**src/rtl/vga_scan_compositor.sv**
```systemverilog
// VGA scan generator and sprite compositor: drives row/col addresses to the sprite layers,
// merges their registered pixels by priority and produces aligned hs/vs/rdn/rgb plus collision.
module vga_scan_compositor #(
  parameter int unsigned H_VISIBLE = 640,
  parameter int unsigned H_FRONT   = 16,
  parameter int unsigned H_SYNC    = 96,
  parameter int unsigned H_BACK    = 48,
  parameter int unsigned V_VISIBLE = 480,
  parameter int unsigned V_FRONT   = 10,
  parameter int unsigned V_SYNC    = 2,
  parameter int unsigned V_BACK    = 33
) (
  input  logic        clkdiv,
  input  logic        RESET,
  input  logic        px_dino,
  input  logic        px_cactus,
  input  logic        px_ground,
  input  logic        clr_collision,
  output logic [8:0]  row_addr,
  output logic [9:0]  col_addr,
  output logic        fresh,
  output logic        hs,
  output logic        vs,
  output logic        rdn,
  output logic [11:0] rgb,
  output logic        collision
);

  localparam int unsigned H_TOT = H_VISIBLE + H_FRONT + H_SYNC + H_BACK;
  localparam int unsigned V_TOT = V_VISIBLE + V_FRONT + V_SYNC + V_BACK;

  localparam logic [9:0] L_H_VIS      = 10'(H_VISIBLE);
  localparam logic [9:0] L_H_SYNC_BEG = 10'(H_VISIBLE + H_FRONT);
  localparam logic [9:0] L_H_SYNC_END = 10'(H_VISIBLE + H_FRONT + H_SYNC - 1);
  localparam logic [9:0] L_H_LAST     = 10'(H_TOT - 1);
  localparam logic [9:0] L_V_VIS      = 10'(V_VISIBLE);
  localparam logic [9:0] L_V_SYNC_BEG = 10'(V_VISIBLE + V_FRONT);
  localparam logic [9:0] L_V_SYNC_END = 10'(V_VISIBLE + V_FRONT + V_SYNC - 1);
  localparam logic [9:0] L_V_LAST     = 10'(V_TOT - 1);

  logic [9:0]  r_h_cnt;
  logic [9:0]  r_v_cnt;
  logic [9:0]  w_h_next;
  logic [9:0]  w_v_next;
  logic        w_h_wrap;
  logic        w_vis;
  logic        w_hs0;
  logic        w_vs0;
  logic [11:0] w_pix;

  logic        r_vis_d1;
  logic        r_hs_d1;
  logic        r_vs_d1;
  logic        r_fresh;
  logic        r_hs;
  logic        r_vs;
  logic        r_rdn;
  logic [11:0] r_rgb;
  logic        r_collision;

  always_comb begin
    w_h_wrap = (r_h_cnt == L_H_LAST);
    w_h_next = w_h_wrap ? 10'd0 : r_h_cnt + 10'd1;
    w_v_next = r_v_cnt;
    if (w_h_wrap) begin
      w_v_next = (r_v_cnt == L_V_LAST) ? 10'd0 : r_v_cnt + 10'd1;
    end
  end

  always_comb begin
    w_vis = (r_h_cnt < L_H_VIS) && (r_v_cnt < L_V_VIS);
    w_hs0 = !((r_h_cnt >= L_H_SYNC_BEG) && (r_h_cnt <= L_H_SYNC_END));
    w_vs0 = !((r_v_cnt >= L_V_SYNC_BEG) && (r_v_cnt <= L_V_SYNC_END));
  end

  // Layer priority: dino over cactus over ground over background.
  always_comb begin
    if (px_dino) begin
      w_pix = 12'h555;
    end else if (px_cactus) begin
      w_pix = 12'h070;
    end else if (px_ground) begin
      w_pix = 12'h333;
    end else begin
      w_pix = 12'hFFF;
    end
  end

  always_ff @(posedge clkdiv or posedge RESET) begin
    if (RESET) begin
      r_h_cnt     <= 10'd0;
      r_v_cnt     <= 10'd0;
      r_fresh     <= 1'b0;
      r_vis_d1    <= 1'b0;
      r_hs_d1     <= 1'b1;
      r_vs_d1     <= 1'b1;
      r_hs        <= 1'b1;
      r_vs        <= 1'b1;
      r_rdn       <= 1'b1;
      r_rgb       <= 12'h000;
      r_collision <= 1'b0;
    end else begin
      r_h_cnt  <= w_h_next;
      r_v_cnt  <= w_v_next;
      // Computed from the next count so fresh lines up with v_cnt without lag.
      r_fresh  <= (w_v_next >= L_V_VIS);
      r_vis_d1 <= w_vis;
      r_hs_d1  <= w_hs0;
      r_vs_d1  <= w_vs0;
      // px arriving now belongs to the address of the previous cycle, as does r_vis_d1.
      r_hs     <= r_hs_d1;
      r_vs     <= r_vs_d1;
      r_rdn    <= ~r_vis_d1;
      r_rgb    <= r_vis_d1 ? w_pix : 12'h000;
      if (r_vis_d1 && px_dino && px_cactus) begin
        r_collision <= 1'b1;
      end else if (clr_collision) begin
        r_collision <= 1'b0;
      end
    end
  end

  assign col_addr  = r_h_cnt;
  // 511 never matches a sprite row window, which blanks the layers during vblank.
  assign row_addr  = (r_v_cnt < L_V_VIS) ? r_v_cnt[8:0] : 9'd511;
  assign fresh     = r_fresh;
  assign hs        = r_hs;
  assign vs        = r_vs;
  assign rdn       = r_rdn;
  assign rgb       = r_rgb;
  assign collision = r_collision;

endmodule

```
**config.mk**
```make
export PLATFORM = sky130hd
export DESIGN_NAME = vga_scan_compositor
export DESIGN_NICKNAME = d
export VERILOG_FILES = /design/src/rtl/vga_scan_compositor.sv
export SDC_FILE = /design/constraint.sdc
export NUM_CORES = 1
export LEC_CHECK = 0
export BUFFER_PORTS_ARGS = -buffer_cell sky130_fd_sc_hd__buf_4
export CAP_MARGIN = 25
export CORE_MARGIN = 8
export CORE_UTILIZATION = 30
export CTS_CLUSTER_DIAMETER = 200
export DETAILED_ROUTE_END_ITERATION = 12
export GPL_ROUTABILITY_DRIVEN = 0
export MAX_ROUTING_LAYER = met4
export PLACE_DENSITY = 0.5
export SLEW_MARGIN = 20
export SYNTH_ARGS = -nofsm -noshare
export SYNTH_HDL_FRONTEND = slang
export SYNTH_SLANG_ARGS = --single-unit
```
**constraint.sdc**
```tcl
create_clock -name clkdiv -period 6.59 [get_ports clkdiv]
set_input_delay 0 -clock clkdiv [delete_from_list [all_inputs] [get_ports clkdiv]]
set_output_delay 0 -clock clkdiv [all_outputs]
set_load 0.03 [all_outputs]
```
Word level (Yosys, flattened, before mapping) --
Cells that the tools add are included. Widths: inputs -> output; s select.
Word-level totals: word-level logic and storage cells 41, output and inout port bits 36, input port bits 6, register bits after elaboration 40
Operators by class: bitwise gates (word level) 1, equal/unequal tests 2, add/subtract/negate cells 2, multiplexer cells 10, reductions and logical operators 8, $lt $le $gt $ge 7
Operators by type and width (count):
- $mux 12 | 4
- $mux 10 | 3
- $add 10x1->10 const B | 2
- $eq 10x10->1 const B | 2
- $ge 10x9->1 const B | 2
- $ge 10x10->1 const B | 1
- $le 10x10->1 const B | 1
- $le 10x9->1 const B | 1
- $lt 10x10->1 const B | 1
- $lt 10x9->1 const B | 1
- $mux 9 | 1
- $logic_and 1x1->1 | 5
- $logic_not 1->1 | 2
- $mux 1 | 2
- $reduce_bool 2->1 | 1
- $not 1->1 | 1

Depth between registers and ports, before layout --
Gate-level depths: netlist of run 1.
word-level depth 4, mapped depth 7, mapped depth without buffers 7

Worst setup path before layout of run 1 --
OpenSTA, ideal clock, no wires.
path kind register to register, from register r_h_cnt[4] (netlist: col_addr[4]), to register r_fresh (netlist: fresh), library setup time 0.136 ns, data arrival time 2.194 ns, cell stages (with the launch flop) 8, buffers on the path 2, slack 4.259 ns, data required time 6.454 ns, clock period less this slack 2.331 ns, cell sequence dfrtp_1 -> buf_4 -> or4b_4 -> or3_1 -> buf_6 -> nor4_4 -> xnor2_1 -> o32ai_2
Between the ends: cells in the longest elaborated chain, start to end 3
Ends and longest elaborated chain:
- from (decl) | RTL line 41 | logic [9:0] r_h_cnt;
- from (signal assigned) | RTL line 103 | r_h_cnt <= w_h_next;
- $eq 10x10->1 | RTL line 62 | w_h_wrap = (r_h_cnt == L_H_LAST);
- $mux 10 | RTL line 65 | if (w_h_wrap) begin
- $ge 10x9->1 | RTL line 106 | r_fresh <= (w_v_next >= L_V_VIS);
- to (signal assigned) | RTL line 106
- to (decl) | RTL line 54 | logic r_fresh;
No other way between the ends. A chain may end at the register's enable or synchronous reset.

Worst setup path in the final report of run 1 --
from register r_h_cnt[5] (netlist: col_addr[5]), to register r_fresh (netlist: fresh)
Same word-level chain as after synthesis.

==> out/metrics.csv, run 1 <==
stage,metric,value,unit
status,outcome,completed,
worst_setup_path,kind of cell adding the most delay to the critical path,simple AND/OR/NAND/NOR gates,
layout,diodes inserted,0,
clock_tree,H-tree Lvls,2,
timing,RSZ-0062 raised after global routing,no,
global_route,largest net degree at the start of global routing,36,
layout,FF+latch area,882,um2
worst_setup_path,FF-to-FF End,fresh,
die,I/O pin count,42,
logic_synthesis,Synth Area in XOR/XNOR,6.88,%
logic_synthesis,Post-synth top flop,dfrtp_1,
worst_setup_path,Worst EP arrival,2.45,ns
timing,final number of setup-violating endpoints,0,
logic_synthesis,largest family of logic cells by synthesized area,simple AND/OR/NAND/NOR gates,
die,Die ar.,8150,um2
worst_setup_path,CP Launch Type,register,
power_and_ir_drop,maximum vdd ir drop,0.0000713,V
drt,1st-pass router iterations,4,
clock_tree,clk root buf,clkbuf_8,
clock_tree,Clock transition at path regs,0.07,ns
logic_synthesis,top-count cell post-synth,dfrtp_1,
global_route,GRT Total Usage,9.86,%
min_path,hold worst-path end,vs,
layout,P&R area growth vs syn,29.1,%
drt,Post-route DRC,0,
timing,Max Clk Rate,435,MHz
global_route,vias in the first global route,1256,
drt,ANT nets after route,0,
logic_synthesis,"Seq/Total Area, Yosys",53.3,%
timing,setup_tns,0,ns
worst_setup_path,Worst Reg-to-Reg Cells,5,
placement,Cells after DPL,262,
timing,Slew @ Worst Pin,0.439,ns
drt,Via Count,1239,
power_and_ir_drop,LEAKAGE,1.09,nW
min_path,hold path startpoint,r_vs_d1,
drt,drt wl/cell,13.4,um
logic_synthesis,synthesized cell area,1660,um2
layout,share of layout cells above drive strength 1,30.4,%
drt,final wirelength,3.69,mm
timing,Final Worst Setup Slack,4.29,ns
worst_setup_path,largest stage delay on the critical path,0.59,ns
timing,crit share post-route,34.9,%
min_path,Hold Path Stages,0,
power_and_ir_drop,pwr/cell area,184,nW/um2
logic_synthesis,Syn Inst Count,157,
worst_setup_path,Setup Crit Path Kind,reg2reg,
logic_synthesis,top post-synthesis cells by area,"dfrtp_1, dfstp_2, ha_1",
die,initial core utilization,30.6,%
clock_tree,Sink Count,35,
drt,Initial DRC Count,48,
logic_synthesis,Synth area leader,dfrtp_1,
logic_synthesis,ys async rst share,100,%
logic_synthesis,post-synth cell types,36,
worst_setup_path,reg2reg start,col_addr[5],
worst_setup_path,critical path endpoint category,register,
clock_tree,CTS tree,yes,
clock_tree,worst skew pair latency,0.29,ns
die,core footprint,5410,um2
logic_synthesis,post-synthesis register bit count,35,
layout,Post-Layout Cell Count,276,
global_route,initial antenna violation count,0,
timing,final hold slack,0.362,ns
logic_synthesis,post-synthesis mux area share,0,%
worst_setup_path,"setup slack, reg-to-reg",4.29,ns
logic_synthesis,Synth top area share,45.4,%
logic_synthesis,Post-Synth Adder-Cell Area,3.78,%
die,chip width,90.3,um
global_route,global-route wire length before repair,6.31,mm
worst_setup_path,Buf/Inv on CP,0,
clock_tree,maximum clock path buffer count,2,
timing,Setup Skew,0.00951,ns
logic_synthesis,syn nets,168,
worst_setup_path,CP cell instances,"or4b_4, or3_1, nor4_4, xnor2_1, o32ai_2",
placement,DPL Wire Length,2.65,mm
layout,nets,214,
worst_setup_path,Critical Path RT,6.74,ns
clock_tree,Setup Buffers After CTS,0,
logic_synthesis,Synth top cells by count,"dfrtp_1, nand2_1, nor2_1",
layout,Multi-input gate area,663,um2
logic_synthesis,simple-gate share of the synthesized area,22.8,%
placement,Setup WS pre-CTS,4.30,ns
timing,endpoints failing hold,0,
global_route,GR Overflow Total,0,
clock_tree,TritonCTS Buffers,5,
worst_setup_path,CP Max Fanout,7,
logic_synthesis,Post-synth EDFFs,0,
logic_synthesis,synth warn,0,
timing,max-slew violations,0,
die,Core Rows,27,
logic_synthesis,Syn Area/Cell,10.5,um2
timing,Slew headroom,70.6,%
die,Die Height,90.3,um
drt,via/cell ratio,4.49,
logic_synthesis,Synth Area in Compound Gates,6.58,%
min_path,Worst Hold Class,reg2reg,
worst_setup_path,CP max-delay cell,or4b_4,
flow_run,number of max-cap violations,0,
timing,Final min period,2.30,ns
placement,IO buf count,41,
layout,fill count,558,
-- metal layers --
layer	global-route usage (%)	wire length, um	part of all wire [%]
met4	3.33	26	0.71
met2	13.9	1610	44
met3	3.74	209	5.7
met5	-	0	0
met1	12.7	1840	50
-- how the worst max path moves through the flow --
stage / start / end / slack (ns) / cells after the start
detailed placement: col_addr[5] / fresh / 4.30 / 5
global placement: col_addr[5] / fresh / 4.32 / 5
finish: col_addr[5] / fresh / 4.29 / 5
floorplan: col_addr[4] / fresh / 4.26 / 7
CTS: col_addr[5] / fresh / 4.28 / 5
global route: col_addr[5] / fresh / 4.19 / 5
-- report_power, final --
group | leakage, nW | switching [W] | internal (W) | total (W)
registers | 0.430 | 0.00000115 | 0.000217 | 0.000219
clock network | 0.0422 | 0.0000738 | 0.0000741 | 0.000148
logic | 0.617 | 0.0000168 | 0.0000106 | 0.0000274
total | 1.09 | 0.0000918 | 0.000302 | 0.000394
-- flip-flops by register name, indices dropped and copies added, names as in the netlist --
signal     flops
col_addr      10
collision      1
fresh          1
hs             1
r_hs_d1        1
r_v_cnt       10
r_vis_d1       1
r_vs_d1        1
rdn            1
rgb            7
vs             1
-- cell families (layout without fill, tap and decap cells) --
kind of cell	count (synthesis)	in the layout
AND/OR/NAND/NOR	67	67
flip-flops	35	35
buffers and inverters	21	68
AO/OA/AOI/OAI	16	16
XOR/XNOR	13	13
adder cells (fa/ha/maj)	5	5
-- layout make-up --
| type | count | area share [%] |
|---|---|---|
| multi-input cells | 101 | 31.0 |
| repair buffers | 48 | 17.6 |
| flip-flops and latches | 35 | 41.3 |
| clock inverters | 1 | 0.234 |
| inverters | 12 | 2.11 |
| clock buffers | 7 | 3.57 |
| well taps | 72 | 4.22 |
-- layout by cell type (no fill, tap or decap), types with 2 or more instances in the layout --
cell	instances
and2_1	3
o21ai_0	5
and3_1	2
or2_2	4
xor2_1	7
dlygate4sd3_1	6
nor3_4	2
nand2_1	16
nand4_1	5
ha_1	5
dfstp_2	5
dfrtp_1	30
xnor2_1	6
inv_1	12
or3_1	4
clkbuf_1	2
clkbuf_8	5
nand3_1	6
nor3_1	4
a21oi_1	2
nor2_1	15
o31ai_1	2
buf_4	42
-- through the flow --
stage	cell area (um2)	util, %	total power, W
after floorplan	1660	-	0.000238
after global placement	2000	36.9	0.000247
after CTS	2140	39.5	0.000401
after detailed placement	2000	36.9	0.000248
after global routing	2140	39.5	0.000415
final	2140	39.5	0.000394
-- timing repair --
action,CTS,global route
resized for setup,0,0
hold buffers,6,0
endpoints found under the hold margin,37,0
(Power assumes the default switching activity.)
==> run 2, diff against run 1 <==
- PLACE_DENSITY: 0.5 -> 0.52
- clock period: 6.59 -> 2 ns (I/O delays scaled with it)
==> run 2 against run 1 <==
First-iteration DRC count down 33%. Power rose to 3.9 times the previous value. Critical path type unchanged. Critical path depth unchanged. Maximum frequency up 21%. Global-route usage down 0.38 points. Routed wire length decreased by 1.2%. Largest power group is now the clock network. Die area unchanged. Via count is 3.3% higher.
==> out/metrics.csv, run 2 (synthesis results as in run 1) <==
stage,metric,value,unit
clock_tree,H-tree Lvls,2,
status,outcome,completed,
worst_setup_path,CP Launch Type,register,
timing,Slew headroom,71.4,%
worst_setup_path,Worst EP arrival,2.06,ns
global_route,GRT busiest layer,met2,
drt,drt wl/cell,12.7,um
layout,share of layout cells above drive strength 1,37.7,%
timing,final number of setup-violating endpoints,0,
worst_setup_path,CP max-delay cell,or4b_4,
layout,Post-Layout Cell Count,287,
global_route,initial antenna violation count,0,
drt,ANT nets after route,0,
die,initial core utilization,30.6,%
power_and_ir_drop,Logic pwr share,5.8,%
layout,P&R area growth vs syn,38.4,%
global_route,global-route wire length before repair,6.19,mm
timing,RSZ-0062 raised after global routing,no,
worst_setup_path,largest stage delay on the critical path,0.53,ns
global_route,largest net degree at the start of global routing,36,
timing,Slew @ Worst Pin,0.430,ns
global_route,met3 GRT Util,3.41,%
clock_tree,maximum clock path buffer count,2,
global_route,GRT Total Usage,9.49,%
layout,"commonest non-fill, non-tap cell in the layout",buf_4,
worst_setup_path,CP cell instances,"or4b_4, or3_4, nor4_4, xnor2_1, o32ai_2",
timing,Max Clk Rate,526,MHz
power_and_ir_drop,clock power share,47.8,%
timing,max-slew violations,0,
global_route,vias in the first global route,1276,
timing,Final Worst Setup Slack,0.0995,ns
power_and_ir_drop,Design Power,0.00155,W
drt,Via Count,1280,
flow_run,number of max-cap violations,0,
power_and_ir_drop,pwr/cell area,678,nW/um2
worst_setup_path,CP Max Fanout,7,
clock_tree,worst skew pair latency,0.28,ns
clock_tree,CTS tree,yes,
timing,final hold slack,0.359,ns
die,core footprint,5410,um2
drt,Post-route DRC,0,
clock_tree,Clock transition at path regs,0.07,ns
die,I/O pin count,42,
placement,Cells after DPL,273,
power_and_ir_drop,LEAKAGE,1.16,nW
worst_setup_path,Setup Crit Path Kind,reg2reg,
worst_setup_path,Critical Path RT,2.16,ns
layout,nets,225,
global_route,GR Util met1,11.2,%
worst_setup_path,critical path endpoint category,register,
clock_tree,clk root buf,clkbuf_8,
layout,diodes inserted,0,
die,Die ar.,8150,um2
drt,1st-pass router iterations,3,
power_and_ir_drop,maximum vdd ir drop,0.000317,V
clock_tree,Sink Count,35,
worst_setup_path,kind of cell adding the most delay to the critical path,simple AND/OR/NAND/NOR gates,
timing,Final min period,1.90,ns
min_path,Worst Hold Class,reg2reg,
drt,Initial DRC Count,32,
timing,crit share post-route,95.0,%
placement,DPL Wire Length,2.75,mm
drt,final wirelength,3.64,mm
global_route,GR Overflow Total,0,
global_route,grt met2 use,15.0,%
placement,IO buf count,41,
clock_tree,TritonCTS Buffers,5,
die,Core Rows,27,
power_and_ir_drop,internal power,0.00125,W
timing,endpoints failing hold,0,
layout,most used cells in the layout excluding fill and tap cells,"buf_4, dfrtp_1, nand2_1, nor2_1, inv_1",
power_and_ir_drop,Seq pwr share,46.4,%
drt,via/cell ratio,4.46,
timing,Setup Skew,0.00691,ns
power_and_ir_drop,sw frac,19.6,%
worst_setup_path,Buf/Inv on CP,0,
die,Die Height,90.3,um
power_and_ir_drop,Switch Pwr,0.000304,W
die,chip width,90.3,um
placement,Setup WS pre-CTS,-0.0825,ns
## run 2: power groups by stage
stage               Combinational [W]  Sequential, W  Clock (W)
floorplan                   0.0000352       0.000749          0
global placement            0.0000826       0.000733          0
detailed placement          0.0000832       0.000733          0
CTS                         0.0000924       0.000720   0.000767
global route                0.0000976       0.000721   0.000800
finish                      0.0000899       0.000720   0.000743
## run 2: per-stage QoR
step / TNS [ns] / utilization [%] / instance area [um2]
floorplan: -0.378 / - / 1670
global placement: -0.148 / 38.7 / 2090
detailed placement: -0.222 / 38.7 / 2090
CTS: 0 / 42.4 / 2290
global route: 0 / 42.4 / 2290
finish: 0 / 42.4 / 2290
## run 2: worst reg2reg max path: cells and delay by family, from the launching register on
| kind | cells | cell delay, ns |
|---|---|---|
| and+or+nand+nor | 3 | 1.10 |
| DFF | 1 | 0.40 |
| xor gates and xnor gates | 1 | 0.18 |
| AOI/OAI and AO/OA | 1 | 0.10 |
## run 2: final timing paths
| check | depth (start not counted) | to | slack, ns | from |
|---|---|---|---|---|
| max in group asynchronous | 4 | r_vs_d1 | 1.29 | RESET |
| hold reg to reg | 0 | vs | 0.36 | r_vs_d1 |
| setup reg to reg | 5 | fresh | 0.1 | col_addr[7] |
| setup / recovery | 5 | fresh | 0.1 | col_addr[7] |
| hold / removal | 0 | vs | 0.36 | r_vs_d1 |
| min in group asynchronous | 4 | r_v_cnt[4] | 0.37 | RESET |
## run 2: timing repair
| item | 4_1_cts | 5_1_grt |
|---|---|---|
| resized for setup | 1 | 0 |
| setup buffers | 0 | 0 |
| hold endpoints to repair | 37 | 0 |
| setup endpoints to repair | 4 | 2 |
| pin swaps | 0 | 1 |
| hold buffers | 6 | 0 |
## run 2: layer usage
| layer | wire length [um] | vias up |
|---|---|---|
| li1 | - | 638 |
| met1 | 1690 | 603 |
| met2 | 1740 | 34 |
| met3 | 187 | 5 |
| met4 | 25 | 0 |
| met5 | 0 | - |
## run 2: cell type report
cell class              count  area [um2]
clock buffers               6        72.6
clock inverters             2        60.1
fillers                   561        3110
inverters                  12        45.0
multi-input cells         101         678
flip-flops and latches     35         887
well taps                  72        90.1
repair buffers             59         458
